File: src/rtl/serial_adder4_pkg.sv
// Shared definitions for the bit-serial adder: FSM state encoding and default width.
package serial_adder4_pkg;

  localparam int unsigned ADD_WIDTH = 4;

  typedef enum logic [1:0] {
    S_IDLE = 2'd0,
    S_RUN  = 2'd1,
    S_DONE = 2'd2
  } state_e;

  // Bit counter must hold WIDTH-1 for any legal WIDTH, including WIDTH=1.
  function automatic int unsigned cnt_width(input int unsigned w);
    return $clog2(w) + 1;
  endfunction

endpackage

File: src/rtl/serial_adder4_fulladder.sv
// Single-bit full adder cell driven one bit pair per clock by serial_adder4.
module fulladder (
  input  logic a,
  input  logic b,
  input  logic c,
  output logic s,
  output logic co
);

  always_comb begin
    s  = a ^ b ^ c;
    co = (a & b) | (a & c) | (b & c);
  end

endmodule

File: src/rtl/serial_adder4.sv
// Bit-serial adder: captures operands on start, adds one bit per clock LSB first
// through a single fulladder, and presents a registered sum/cout with a done pulse.
module serial_adder4
  import serial_adder4_pkg::*;
#(
  parameter int unsigned WIDTH = ADD_WIDTH
) (
  input  logic             clk,
  input  logic             rst_n,
  input  logic             start,
  input  logic [WIDTH-1:0] a,
  input  logic [WIDTH-1:0] b,
  input  logic             cin,
  output logic             busy,
  output logic             done,
  output logic [WIDTH-1:0] sum,
  output logic             cout
);

  localparam int unsigned CNT_W = cnt_width(WIDTH);

  state_e             state_q, state_d;
  logic [WIDTH-1:0]   a_sr_q, a_sr_d;
  logic [WIDTH-1:0]   b_sr_q, b_sr_d;
  logic [WIDTH-1:0]   sum_sr_q, sum_sr_d;
  logic               carry_q, carry_d;
  logic [CNT_W-1:0]   cnt_q, cnt_d;
  logic               busy_q, busy_d;
  logic               done_q, done_d;
  logic [WIDTH-1:0]   sum_q, sum_d;
  logic               cout_q, cout_d;

  logic               fa_s;
  logic               fa_co;
  logic [WIDTH-1:0]   sum_shift;

  fulladder FA (
    .a  (a_sr_q[0]),
    .b  (b_sr_q[0]),
    .c  (carry_q),
    .s  (fa_s),
    .co (fa_co)
  );

  always_comb begin
    state_d  = state_q;
    a_sr_d   = a_sr_q;
    b_sr_d   = b_sr_q;
    sum_sr_d = sum_sr_q;
    carry_d  = carry_q;
    cnt_d    = cnt_q;
    sum_d    = sum_q;
    cout_d   = cout_q;
    busy_d   = 1'b0;
    done_d   = 1'b0;

    // New sum bit enters at the MSB; built with a shift so WIDTH=1 needs no slice.
    sum_shift            = sum_sr_q >> 1;
    sum_shift[WIDTH-1]   = fa_s;

    case (state_q)
      S_IDLE: begin
        if (start) begin
          state_d  = S_RUN;
          a_sr_d   = a;
          b_sr_d   = b;
          carry_d  = cin;
          cnt_d    = '0;
          sum_sr_d = '0;
          busy_d   = 1'b1;
        end
      end
      S_RUN: begin
        a_sr_d   = a_sr_q >> 1;
        b_sr_d   = b_sr_q >> 1;
        sum_sr_d = sum_shift;
        carry_d  = fa_co;
        cnt_d    = cnt_q + CNT_W'(1);
        if (cnt_q == CNT_W'(WIDTH - 1)) begin
          state_d = S_DONE;
          done_d  = 1'b1;
          sum_d   = sum_shift;
          cout_d  = fa_co;
        end else begin
          busy_d = 1'b1;
        end
      end
      S_DONE: begin
        state_d = S_IDLE;
      end
      default: begin
        state_d = S_IDLE;
      end
    endcase
  end

  always_ff @(posedge clk) begin
    if (!rst_n) begin
      state_q  <= S_IDLE;
      a_sr_q   <= '0;
      b_sr_q   <= '0;
      sum_sr_q <= '0;
      carry_q  <= 1'b0;
      cnt_q    <= '0;
      busy_q   <= 1'b0;
      done_q   <= 1'b0;
      sum_q    <= '0;
      cout_q   <= 1'b0;
    end else begin
      state_q  <= state_d;
      a_sr_q   <= a_sr_d;
      b_sr_q   <= b_sr_d;
      sum_sr_q <= sum_sr_d;
      carry_q  <= carry_d;
      cnt_q    <= cnt_d;
      busy_q   <= busy_d;
      done_q   <= done_d;
      sum_q    <= sum_d;
      cout_q   <= cout_d;
    end
  end

  assign busy = busy_q;
  assign done = done_q;
  assign sum  = sum_q;
  assign cout = cout_q;

endmodule

File: config.mk
export PLATFORM = sky130hd
export DESIGN_NAME = serial_adder4
export DESIGN_NICKNAME = d
export VERILOG_FILES = /design/src/rtl/serial_adder4_pkg.sv /design/src/rtl/serial_adder4_fulladder.sv /design/src/rtl/serial_adder4.sv
export SDC_FILE = /design/constraint.sdc
export NUM_CORES = 1
export LEC_CHECK = 0
export ABC_CLOCK_PERIOD_IN_PS = 1220
export BUFFER_PORTS_ARGS = -buffer_cell sky130_fd_sc_hd__buf_2
export CORE_UTILIZATION = 41
export DETAILED_ROUTE_END_ITERATION = 8
export GPL_TIMING_DRIVEN = 0
export PLACE_DENSITY = 0.62
export SETUP_SLACK_MARGIN = 0.4
export SYNTH_ARGS = -nofsm -noshare
export SYNTH_HDL_FRONTEND = slang
export SYNTH_SLANG_ARGS = --single-unit
File: constraint.sdc
create_clock -name clk -period 1.22 [get_ports clk]
set_input_delay 0.244 -clock clk [delete_from_list [all_inputs] [get_ports clk]]
set_output_delay 0.244 -clock clk [all_outputs]
set_load 0.01 [all_outputs]
# == Yosys cells after proc, flatten, opt, wreduce, memory -nomap -nowiden ==
# Cells that the tools add are included.
# classes
n_addsub,1
n_reduce_logical,6
n_bitwise,7
n_eq_ne,4
n_mux,17
# ops
op,n
4-bit case mux with 2 select lines,3
4-bit two-way mux,3
2-bit AND reduction,4
3-bit case mux with 2 select lines,1
1-bit two-way mux,4
2-bit two-way mux,2
"2-bit inequality test, second input constant",2
1-bit case mux with 2 select lines,2
2-bit case mux with 2 select lines,1
"3-bit by 1-bit adder with 3-bit output, second input constant",1
1-bit bitwise AND,3
"3-bit by 2-bit == test with 1-bit output, second input constant",1
3-bit two-way mux,1
"2-bit by 1-bit == test with 1-bit output, second input constant",1
2-bit zero test,1
1-bit bitwise OR,2
2-bit nonzero test,1
1-bit bitwise XOR,2
# word_totals
wordCells,45
reg_bits,25
output_inout_bits,7
inputBits,12

# == Longest topological paths before layout ==
# Gate-level depths: netlist of the first run.
# depth
depth_word,4
ltp_mapped,6
depth_no_buf,5

# == Cells and area by module ==
# A second synthesis of the first run with hierarchy kept.
# hier_totals
cells_unflattened,103
hier_area_um2,1022.2
# by_module_without_submodules
mod,area_per_inst_um2,cells_per_inst,seq_area_each_um2,n_inst
serial_adder4,1002.2,102,480.5,1
fulladder,20.0,1,0.0,1

# == Worst setup path after synthesis of the first run ==
# No wires, ideal clock.
# synth_path
path_kind,flip-flop to flip-flop
start,reg cnt_q[0]
end,reg cout_q (netlist: cout)
required_ps,1151
stages_incl_launch_ff,7
setup_slack_ps,47
setup_ps,69
t_arrival_ps,1105
path_buffers,1
period_less_slack_ps,1173
cell_sequence,dfxtp_1 -> ha_1 -> ha_1 -> nand3b_1 -> buf_2 -> nand3_1 -> o21ai_1
# synth_between
elab_chain_len,2
# synth_rtl
element,line,text
start: declaration,serial_adder4.sv:27,"logic [CNT_W-1:0] cnt_q, cnt_d;"
start signal: assignment,serial_adder4.sv:115,cnt_q <= cnt_d;
3-bit by 2-bit == test with 1-bit output,serial_adder4.sv:79,if (cnt_q == CNT_W'(WIDTH - 1)) begin
2-bit AND reduction (no source line),-,
end signal: assignment,serial_adder4.sv:119,cout_q <= cout_d;
end: declaration,serial_adder4.sv:31,"logic cout_q, cout_d;"
# No other way between the ends.
# A chain may end at the register's enable or synchronous reset.

# == Worst setup path in the final report of the first run ==
# layout_path
start,reg cnt_q[0]
end,reg sum_q[1] (netlist: sum[1])
# layout_between
elab_chain_len,2
# layout_rtl
element,line,text
3-bit by 2-bit == test with 1-bit output,serial_adder4.sv:79,
2-bit AND reduction (no source line),-,
end signal: assignment,serial_adder4.sv:118,sum_q <= sum_d;
end: declaration,serial_adder4.sv:30,"logic [WIDTH-1:0] sum_q, sum_d;"
# No other way between the ends.

==> impl_metrics.ini, run 1 <==
[outcome]
status = complete, no violations

[route]
finalWirelength_um = 2311
vias_per_cell = 5.399
via_count = 853
first_iter_violations = 15
drc = 0
postRouteAntennaNets = 0
wire_per_inst_um = 14.63
drtPass1Iterations = 4

[yosys]
syn_avg_cell_area_um2 = 10.17
yosysWarnings = 0
synthDistinctLibCells = 23
yosysSeqAreaShare_pct = 47.23
postSynthCellCount = 100
syn-cell-area_mm2 = 0.001017
synth_fp_nets = 115
synth-seq-cells = 24

[sta]
whs_ns = 0.1794
rsz0062_at_grt = yes
hold_violations = 0
fin_crit_ns = 1.183
timing.fmax_ghz = 0.8456
finClkSkew_ns = 0.01687
fin_crit_sh_pct = 96.93
maxSlewHeadroom_pct = 83.70
finalMaxSlewViolations = 0
tightest_slew_ns = 0.2440
setup_viol = 0

[global_routing]
grt_pass1_vias = 834
grt_max_degree = 15
grt_use_total_pct = 19.91
grt_pass1_wl_um = 3808
overflow = 0
grt_antenna_before_repair = 0

[power]
pwr_density_cell_mw_per_mm2 = 1118
ir_drop_mv = 0.7537
p_leak_uw = 0.0005548

[die]
rows = 17
core_area_mm2 = 0.002276
die_height_um = 51.81
die_width_um = 51.81
die-area_mm2 = 0.002684
start_util_pct = 44.69
ioPinCount = 19

[worst_setup_path]
critPathLaunchType = flip-flop
worst_setup_path_end_kind = flip-flop
arrival_ns = 1.42
required_ns = 1.45
critical_path_class = flip-flop to flip-flop
crit_fanout = 5

[clock_network]
numCtsBuffers = 3
htree_levels = 1
path_clk_slew_ns = 0.14
postCtsHoldBufs = 0
cts_sinks = 24
cts_root_buf = clkbuf_4
cts_buffer_depth = 2
cts_tree = done
clk_latency_ns = 0.33

[placed_design]
dp.cells = 145
place_congestion = 0.7525
dp_hpwl_um = 1499
port_buffers = 17

[cells_and_area]
drive_above_1_share_pct = 60.00
fillers = 198
diodes = 0
multi_input_area_um2 = 579.3
fin_util_pct = 64.49
final_nets = 146
area_growth_pct = 44.28
seqCellArea_um2 = 500.5
final_cells = 158

[run]
cap_viol_max_count = 0

[min_path]
hold_class = primary input to flip-flop
-- path summary, 6_finish.rpt --
check / from / endpoint / slack (ns) / cells past startpoint
worst max-delay path: cnt_q[0]$_SDFFE_PN0P_ / sum[1]$_SDFFE_PN0P_ / 0.04 / 5
worst min-delay path: rst_n / cout$_SDFFE_PN0P_ / 0.18 / 3
worst max register to register: cnt_q[0]$_SDFFE_PN0P_ / sum[1]$_SDFFE_PN0P_ / 0.04 / 5
worst min register to register: cout$_SDFFE_PN0P_ / cout$_SDFFE_PN0P_ / 0.48 / 2
-- per-layer routing --
metal,vias to the layer above,global-route usage (%),part of all wire [%]
met5,-,0,0
met4,0,9.009,1.1
met2,20,33.55,50
li1,420,-,-
met1,409,24.37,46
met3,4,3.801,3.2
-- layout make-up --
type	instances	area share (%)
repair buffers	26	13.55
multi-input cells	67	39.47
clock buffers	3	1.535
clock inverters	1	2.046
plain buffers	6	5.797
well taps	28	2.387
flip-flops and latches	24	34.10
inverters	3	1.108
-- state kept, by name, indices dropped and copies added, names as in the netlist, 2 cells and up --
name	cells
sum	4
state_q	2
sum_sr_q	3
b_sr_q	4
cnt_q	3
a_sr_q	4
-- cell usage in the layout (no fill, tap or decap) --
| master | instances |
|---|---|
| nand2b_4 | 1 |
| nand2_1 | 12 |
| nor2_4 | 2 |
| nand3_1 | 1 |
| dfxtp_1 | 12 |
| o32ai_2 | 1 |
| nand3_2 | 4 |
| buf_2 | 12 |
| or3_4 | 1 |
| bufinv_16 | 1 |
| nor3_2 | 1 |
| o211ai_1 | 8 |
| nor2_1 | 3 |
| nor3_1 | 1 |
| mux2i_1 | 6 |
| o21ai_2 | 8 |
| clkbuf_4 | 3 |
| buf_8 | 1 |
| buf_6 | 11 |
| o31ai_2 | 1 |
| dfxtp_4 | 2 |
| fa_2 | 1 |
| buf_4 | 5 |
| o22ai_1 | 2 |
| ha_4 | 2 |
| mux2i_2 | 2 |
| o21ai_1 | 4 |
| clkbuf_8 | 2 |
| dfxtp_2 | 10 |
| nand3b_1 | 1 |
| inv_6 | 1 |
| inv_1 | 2 |
| o22ai_2 | 4 |
| buf_12 | 1 |
| nand2_2 | 1 |
-- worst max-delay path, cell delays in order, from the launching register on --
cell and delay (ns):
dfxtp_2 0.37, ha_4 0.16, ha_4 0.15, nand3b_1 0.14, buf_2 0.19, o21ai_1 0.08
-- through the flow --
stage / total power [µW] / worst slack [ns] / instance area (µm²) / setup TNS, ns
final: 1641 / 0.03743 / 1468 / 0
after global routing: 1712 / -0.005736 / 1468 / -0.006194
after CTS: 1633 / 0.04963 / 1394 / 0
after detailed placement: 1041 / 0.04992 / 1221 / 0
after global placement: 1036 / 0.07015 / 1221 / 0
after floorplan: 987.5 / 0.1442 / 1101 / 0
-- what timing repair did --
action,in CTS,in global routing
hold endpoints to repair,0,0
endpoints found under the setup margin,31,31
pin swaps,8,5
resized for setup,18,13
gates cloned,0,1
setup buffers,7,1
-- synthesized netlist by cell type (all sizes together) --
library cell  number  area share (%)
ha                 2             2.5
mux2i              8             7.9
nand3              5             2.5
o32ai              1            0.86
or3                1             1.1
nor2               5             2.6
o21ai             12             8.5
o31ai              1            0.74
fa                 1             2.0
buf                4             3.2
nor3               2            0.98
nand2b             1            0.62
dfxtp             24              47
clkbuf             2             2.7
o22ai              6             3.7
nand2             13             4.8
nand3b             1            0.74
o211ai             8             5.9
inv                3             1.6
-- kinds of logic after synthesis --
kind of cell	after synthesis	synth area share (%)
muxes	8	7.872
adders and majority gates	3	4.428
buffers and inverters	9	7.504
and+or+nand+nor	28	13.28
DFF	24	47.23
AOI/OAI and AO/OA	28	19.68
-- where the power goes --
group          switching, µW  internal (µW)
Sequential              23.1            815
Combinational            114            109
Clock                    248            332
Total                    385           1260
(Power assumes the default switching activity.)
==> run 2, diff against run 1 <==
- PLACE_DENSITY: 0.62 -> 0.65
==> run 2 against run 1 <==
Count of clock-buffer cells in the layout stayed put; die area stayed put; power is 3.7% higher; clock skew is 0.014 ns lower; critical path type unchanged.
==> impl_metrics.ini, run 2 (same netlist as run 1, synthesis figures left out) <==
[power]
total_power_uw = 1701
p_switching_uw = 422.2
internal_power_uw = 1279
p_leak_uw = 0.0006006
ir_drop_mv = 0.7442
swShare_pct = 24.82
p_comb_share_pct = 15.3
pwr-share-clk_pct = 35.6
p_seq_share_pct = 49.1
pwr_density_cell_mw_per_mm2 = 1089

[min_path]
worstHoldEndpoint = carry_q$_SDFFE_PN0P_
hold_class = primary input to flip-flop
whs_path_depth = 3
holdCritStartpoint = cin

[cells_and_area]
fillers = 179
drive_above_1_share_pct = 63.70
area_growth_pct = 53.63
final_cell_mix = dfxtp_1 (13), buf_2 (13), nand2_1 (11)
fin_area_mm2 = 0.001563
fin_util_pct = 68.66
final_nets = 151
diodes = 0
final_cells = 163

[route]
vias_per_cell = 5.368
finalWirelength_um = 2507
via_count = 875
wire_per_inst_um = 15.38
first_iter_violations = 19
drtPass1Iterations = 5
drc = 0
postRouteAntennaNets = 0

[die]
ioPinCount = 19
core_area_mm2 = 0.002276
die_width_um = 51.81
start_util_pct = 44.69
rows = 17
die-area_mm2 = 0.002684
die_height_um = 51.81

[worst_setup_path]
critPathLaunchType = flip-flop
rr_startpoint = cnt_q[0]$_SDFFE_PN0P_
worst_setup_path_end_kind = flip-flop
critical_path_class = flip-flop to flip-flop
crit_family = flip-flops
reg2reg_slack_ns = 0.04
arrival_ns = 1.46
critPathBufInv = 1
crit_fanout = 3
ff2ff_path_depth = 6
required_ns = 1.50
rr_endpoint = sum[1]$_SDFFE_PN0P_
cp_common_cell = ha_4
slowest_stage = dfxtp_4
crit_path_max_incr_delay_ns = 0.38
cp_cell_sequence = ha_4, ha_4, nand3b_1, buf_4, nand3_2, o21ai_1

[sta]
fin_crit_ns = 1.176
hold_violations = 0
fin_crit_sh_pct = 96.43
finClkSkew_ns = 0.002488
setup_viol = 0
timing.fmax_ghz = 0.8500
maxSlewHeadroom_pct = 79.41
rsz0062_at_grt = yes
finalMaxSlewViolations = 0
fin_ws_ns = 0.04351
tightest_slew_ns = 0.3075

[clock_network]
postCtsHoldBufs = 0
cts_sinks = 24
cts_tree = done
cts_buffer_depth = 2
cts_root_buf = clkbuf_4
path_clk_slew_ns = 0.14
numCtsBuffers = 3
htree_levels = 1
clk_latency_ns = 0.34

[outcome]
status = complete, no violations

[placed_design]
preCtsSetupSlack_ns = 0.05106
dp_hpwl_um = 1364
port_buffers = 17
dp.cells = 145
place_congestion = 0.7123
placed_area_mm2 = 0.001221

[run]
cap_viol_max_count = 0

[global_routing]
grt_use_total_pct = 19.56
grt_pass1_vias = 806
overflow = 0
grt_antenna_before_repair = 0
grt_pass1_wl_um = 3753
grt_max_degree = 15
-- run 2: changes by cell type in the layout (fill, tap and decap cells not counted), sizes merged --
cell	before	now
buf	30	35
-- run 2: how the worst max path moves through the flow --
stage,from,to,slack [ns],cells past startpoint
2_1_floorplan,carry_q$_SDFFE_PN0P_,sum_sr_q[3]$_SDFFE_PN0P_,0.14,3
3_3_place_gp,cnt_q[0]$_SDFFE_PN0P_,sum[2]$_SDFFE_PN0P_,0.08,6
3_5_place_dp,cnt_q[0]$_SDFFE_PN0P_,cout$_SDFFE_PN0P_,0.05,6
4_1_cts,a_sr_q[0]$_SDFFE_PN0P_,sum_sr_q[3]$_SDFFE_PN0P_,0.04,3
5_1_grt,cnt_q[0]$_SDFFE_PN0P_,sum[3]$_SDFFE_PN0P_,-0.02,6
6_report,cnt_q[0]$_SDFFE_PN0P_,sum[1]$_SDFFE_PN0P_,0.04,6
-- run 2: power by group through the flow --
stage	logic [µW]	clock network, µW	registers [µW]
after global routing	281	648	840
after detailed placement	185	0	854
final	260	605	836
after CTS	233	596	835
after floorplan	137	0	851
after global placement	182	0	853
-- run 2: layer usage --
metal / vias up / GRT usage (%) / routed length (µm)
met2: 16 / 31.60 / 1245
met4: 0 / 6.757 / 36
met3: 2 / 5.263 / 75
li1: 432 / - / -
met1: 425 / 24.95 / 1150
met5: - / 0 / 0
-- run 2: layout make-up --
class,count,area [µm²],share of cell area [%]
Timing Repair Buffer,31,259.0,16.57
Multi-Input combinational cell,67,608.1,38.91
Sequential cell,24,501.7,32.11
Tap cell,28,35.03,2.242
Clock buffer,3,22.52,1.441
Inverter,3,16.27,1.041
Buffer,6,90.09,5.765
Clock inverter,1,30.03,1.922
-- run 2: tightest hold or removal path, delay by kind of cell --
family / cells / cell delay (ns)
compound gates: 1 / 0.10
buf+inv: 1 / 0.08
mux: 1 / 0.06
-- run 2: timing repair --
item / 4_1_cts / 5_1_grt
gates resized for setup: 21 / 18
endpoints found under the setup margin: 31 / 31
cloned: 2 / 1
pin swaps: 14 / 8
buffers inserted: 9 / 2
-- run 2: per-stage QoR --
stage                     hold slack (ns)  TNS (ns)
after floorplan                    0.4011         0
after global placement             0.4410         0
after detailed placement           0.4542         0
after CTS                          0.1567         0
after global routing               0.1669  -0.01794
final                              0.1602         0
==> run 3, diff against run 2 <==
- SYNTH_HIERARCHICAL: not set -> 1
==> run 3 against run 2 <==
Wire length down 13%; combinational power down 5%; sequential share of layout area up 2.6 points; sequential cell count unchanged; critical path type unchanged; global-route usage down 0.096 points; critical endpoint unchanged; register-to-register slack worse by 0.03 ns; final cell count unchanged; area after synthesis up 0.49%; hold slack worse by 0.0075 ns; clock power down 2%; sequential power up 2%.
==> impl_metrics.ini, run 3 <==
[route]
postRouteAntennaNets = 0
drc = 0
drtPass1Iterations = 4
wire_per_inst_um = 13.44
vias_per_cell = 5.123
via_count = 835
first_iter_violations = 3
finalWirelength_um = 2191

[sta]
timing.setup.tns_ns = 0
setup_viol = 0
hold_violations = 0
whs_ns = 0.1528
timing.fmax_ghz = 0.8293
fin_crit_ns = 1.206
finClkSkew_ns = 0.002352
rsz0062_at_grt = yes
maxSlewHeadroom_pct = 65.31
finalMaxSlewViolations = 0
fin_crit_sh_pct = 98.84
tightest_slew_ns = 0.5203

[yosys]
postSynthCellCount = 103
syn_avg_cell_area_um2 = 9.925
yosysSeqAreaShare_pct = 47.00
syn-cell-area_mm2 = 0.001022
synth-seq-cells = 24
synth-main-ff-cell = dfxtp_1
synth_top_area_share_pct = 47.00
async_flop_share_pct = 0
yosysWarnings = 6
synth_edf_count = 0
synth_fp_nets = 118
synthDistinctLibCells = 27
synth_most_common_cell = dfxtp_1
synth_top_cell_by_area = dfxtp_1
synthTopCellsByCount = dfxtp_1 (24), a21oi_1 (9)
synth_area_leaders = dfxtp_1 (47%), mux2i_1 (5.9%), a21oi_1 (4.4%)

[run]
cap_viol_max_count = 0

[die]
die_height_um = 51.93
start_util_pct = 44.91
die-area_mm2 = 0.002697
core_area_mm2 = 0.002276
ioPinCount = 19
die_width_um = 51.93
rows = 17

[cells_and_area]
drive_above_1_share_pct = 48.89
seqCellArea_um2 = 495.5
final_cells = 163
fin_area_mm2 = 0.001428
final_common_cell = buf_2
diodes = 0
multi_input_area_um2 = 574.3
area_growth_pct = 39.66
final_nets = 151
final_cell_mix = buf_2 (15), dfxtp_2 (12), dfxtp_1 (12)
fillers = 202

[power]
internal_power_uw = 1283
swShare_pct = 24.09
pwr_density_cell_mw_per_mm2 = 1184
pwr-share-clk_pct = 34.9
p_comb_share_pct = 14.7
p_seq_share_pct = 50.4
p_leak_uw = 0.0005690
p_switching_uw = 407.2
ir_drop_mv = 0.8653

[global_routing]
grt_pass1_vias = 816
grt_max_degree = 15
overflow = 0
grt_antenna_before_repair = 0
grt_use_total_pct = 19.46
grt_pass1_wl_um = 3760

[worst_setup_path]
arrival_ns = 1.47
reg2reg_slack_ns = 0.01
ff2ff_path_depth = 5
worst_setup_path_end_kind = flip-flop
required_ns = 1.48
critical_path_class = flip-flop to flip-flop
critPathLaunchType = flip-flop
crit_fanout = 7

[clock_network]
clk_latency_ns = 0.32
htree_levels = 1
cts_root_buf = clkbuf_4
postCtsHoldBufs = 0
cts_sinks = 24
cts_tree = done
cts_buffer_depth = 2
numCtsBuffers = 3
path_clk_slew_ns = 0.14

[outcome]
status = complete, no violations

[min_path]
hold_class = primary input to flip-flop
whs_path_depth = 3

[placed_design]
port_buffers = 18
placed_area_mm2 = 0.001224
dp_hpwl_um = 1426
place_congestion = 0.7834
dp.cells = 149
## run 3: metal layers
layer | vias to the layer above | share of wire, % | GRT usage, %
met3 | 5 | 1.8 | 2.632
met1 | 392 | 48 | 24.32
met4 | 0 | 2.4 | 10.81
li1 | 428 | - | -
met5 | - | 0 | 0
met2 | 10 | 47 | 31.84
## run 3: worst max-delay path, cell delays in order, from the launching register on
cell and delay [ns]:
dfxtp_2 0.36, ha_4 0.16, ha_4 0.16, nand3b_1 0.22, nand2_1 0.11, a21oi_2 0.13
## run 3: repair_timing
item,4_1_cts,5_1_grt
pin swaps,14,4
endpoints found under the setup margin,31,31
gates resized for setup,18,5
cloned,4,0
setup buffers,5,1
## run 3: path summary, 6_finish.rpt
path	from	endpoint
hold / removal	b[3]	b_sr_q[3]$_SDFFE_PN0P_
setup reg to reg	cnt_q[0]$_SDFFE_PN0P_	sum[1]$_SDFFE_PN0P_
setup / recovery	cnt_q[0]$_SDFFE_PN0P_	sum[1]$_SDFFE_PN0P_
hold reg to reg	sum[3]$_SDFFE_PN0P_	sum[3]$_SDFFE_PN0P_
## run 3: cell type report
type | instances | share of cell area, %
buffer | 7 | 4.470
clock buffer | 3 | 1.578
clock inverter | 1 | 2.103
inverter | 5 | 1.315
multi-input combinational | 68 | 40.23
sequential | 24 | 34.71
tap | 28 | 2.454
timing repair buffer | 27 | 13.15
## run 3: through the flow
stage                     power, µW  setup slack (ns)  util (%)
after floorplan                1024            0.1025         -
after global placement         1081          -0.01105     53.77
after detailed placement       1087          -0.01682     53.77
after CTS                      1691          0.008200     61.85
after global routing           1760          -0.06643     62.73
final                          1690           0.01409     62.73
## run 3: power by group through the flow
stage | Combinational, µW | Sequential [µW] | Clock [µW]
6_report | 248 | 853 | 590
5_1_grt | 274 | 858 | 628
4_1_cts | 241 | 852 | 598
3_5_place_dp | 219 | 868 | 0
3_3_place_gp | 215 | 866 | 0
2_1_floorplan | 160 | 863 | 0
## run 3: kinds of logic (layout without fill, tap and decap cells)
kind of cell / count (synthesis) / count (layout) / share of synthesized area, %
flip-flops: 24 / 24 / 47.00
adder cells (fa/ha/maj): 3 / 3 / 4.406
AO/OA/AOI/OAI: 30 / 31 / 20.32
buffers and inverters: 12 / 43 / 7.344
AND/OR/NAND/NOR: 28 / 28 / 15.05
multiplexers: 6 / 6 / 5.875
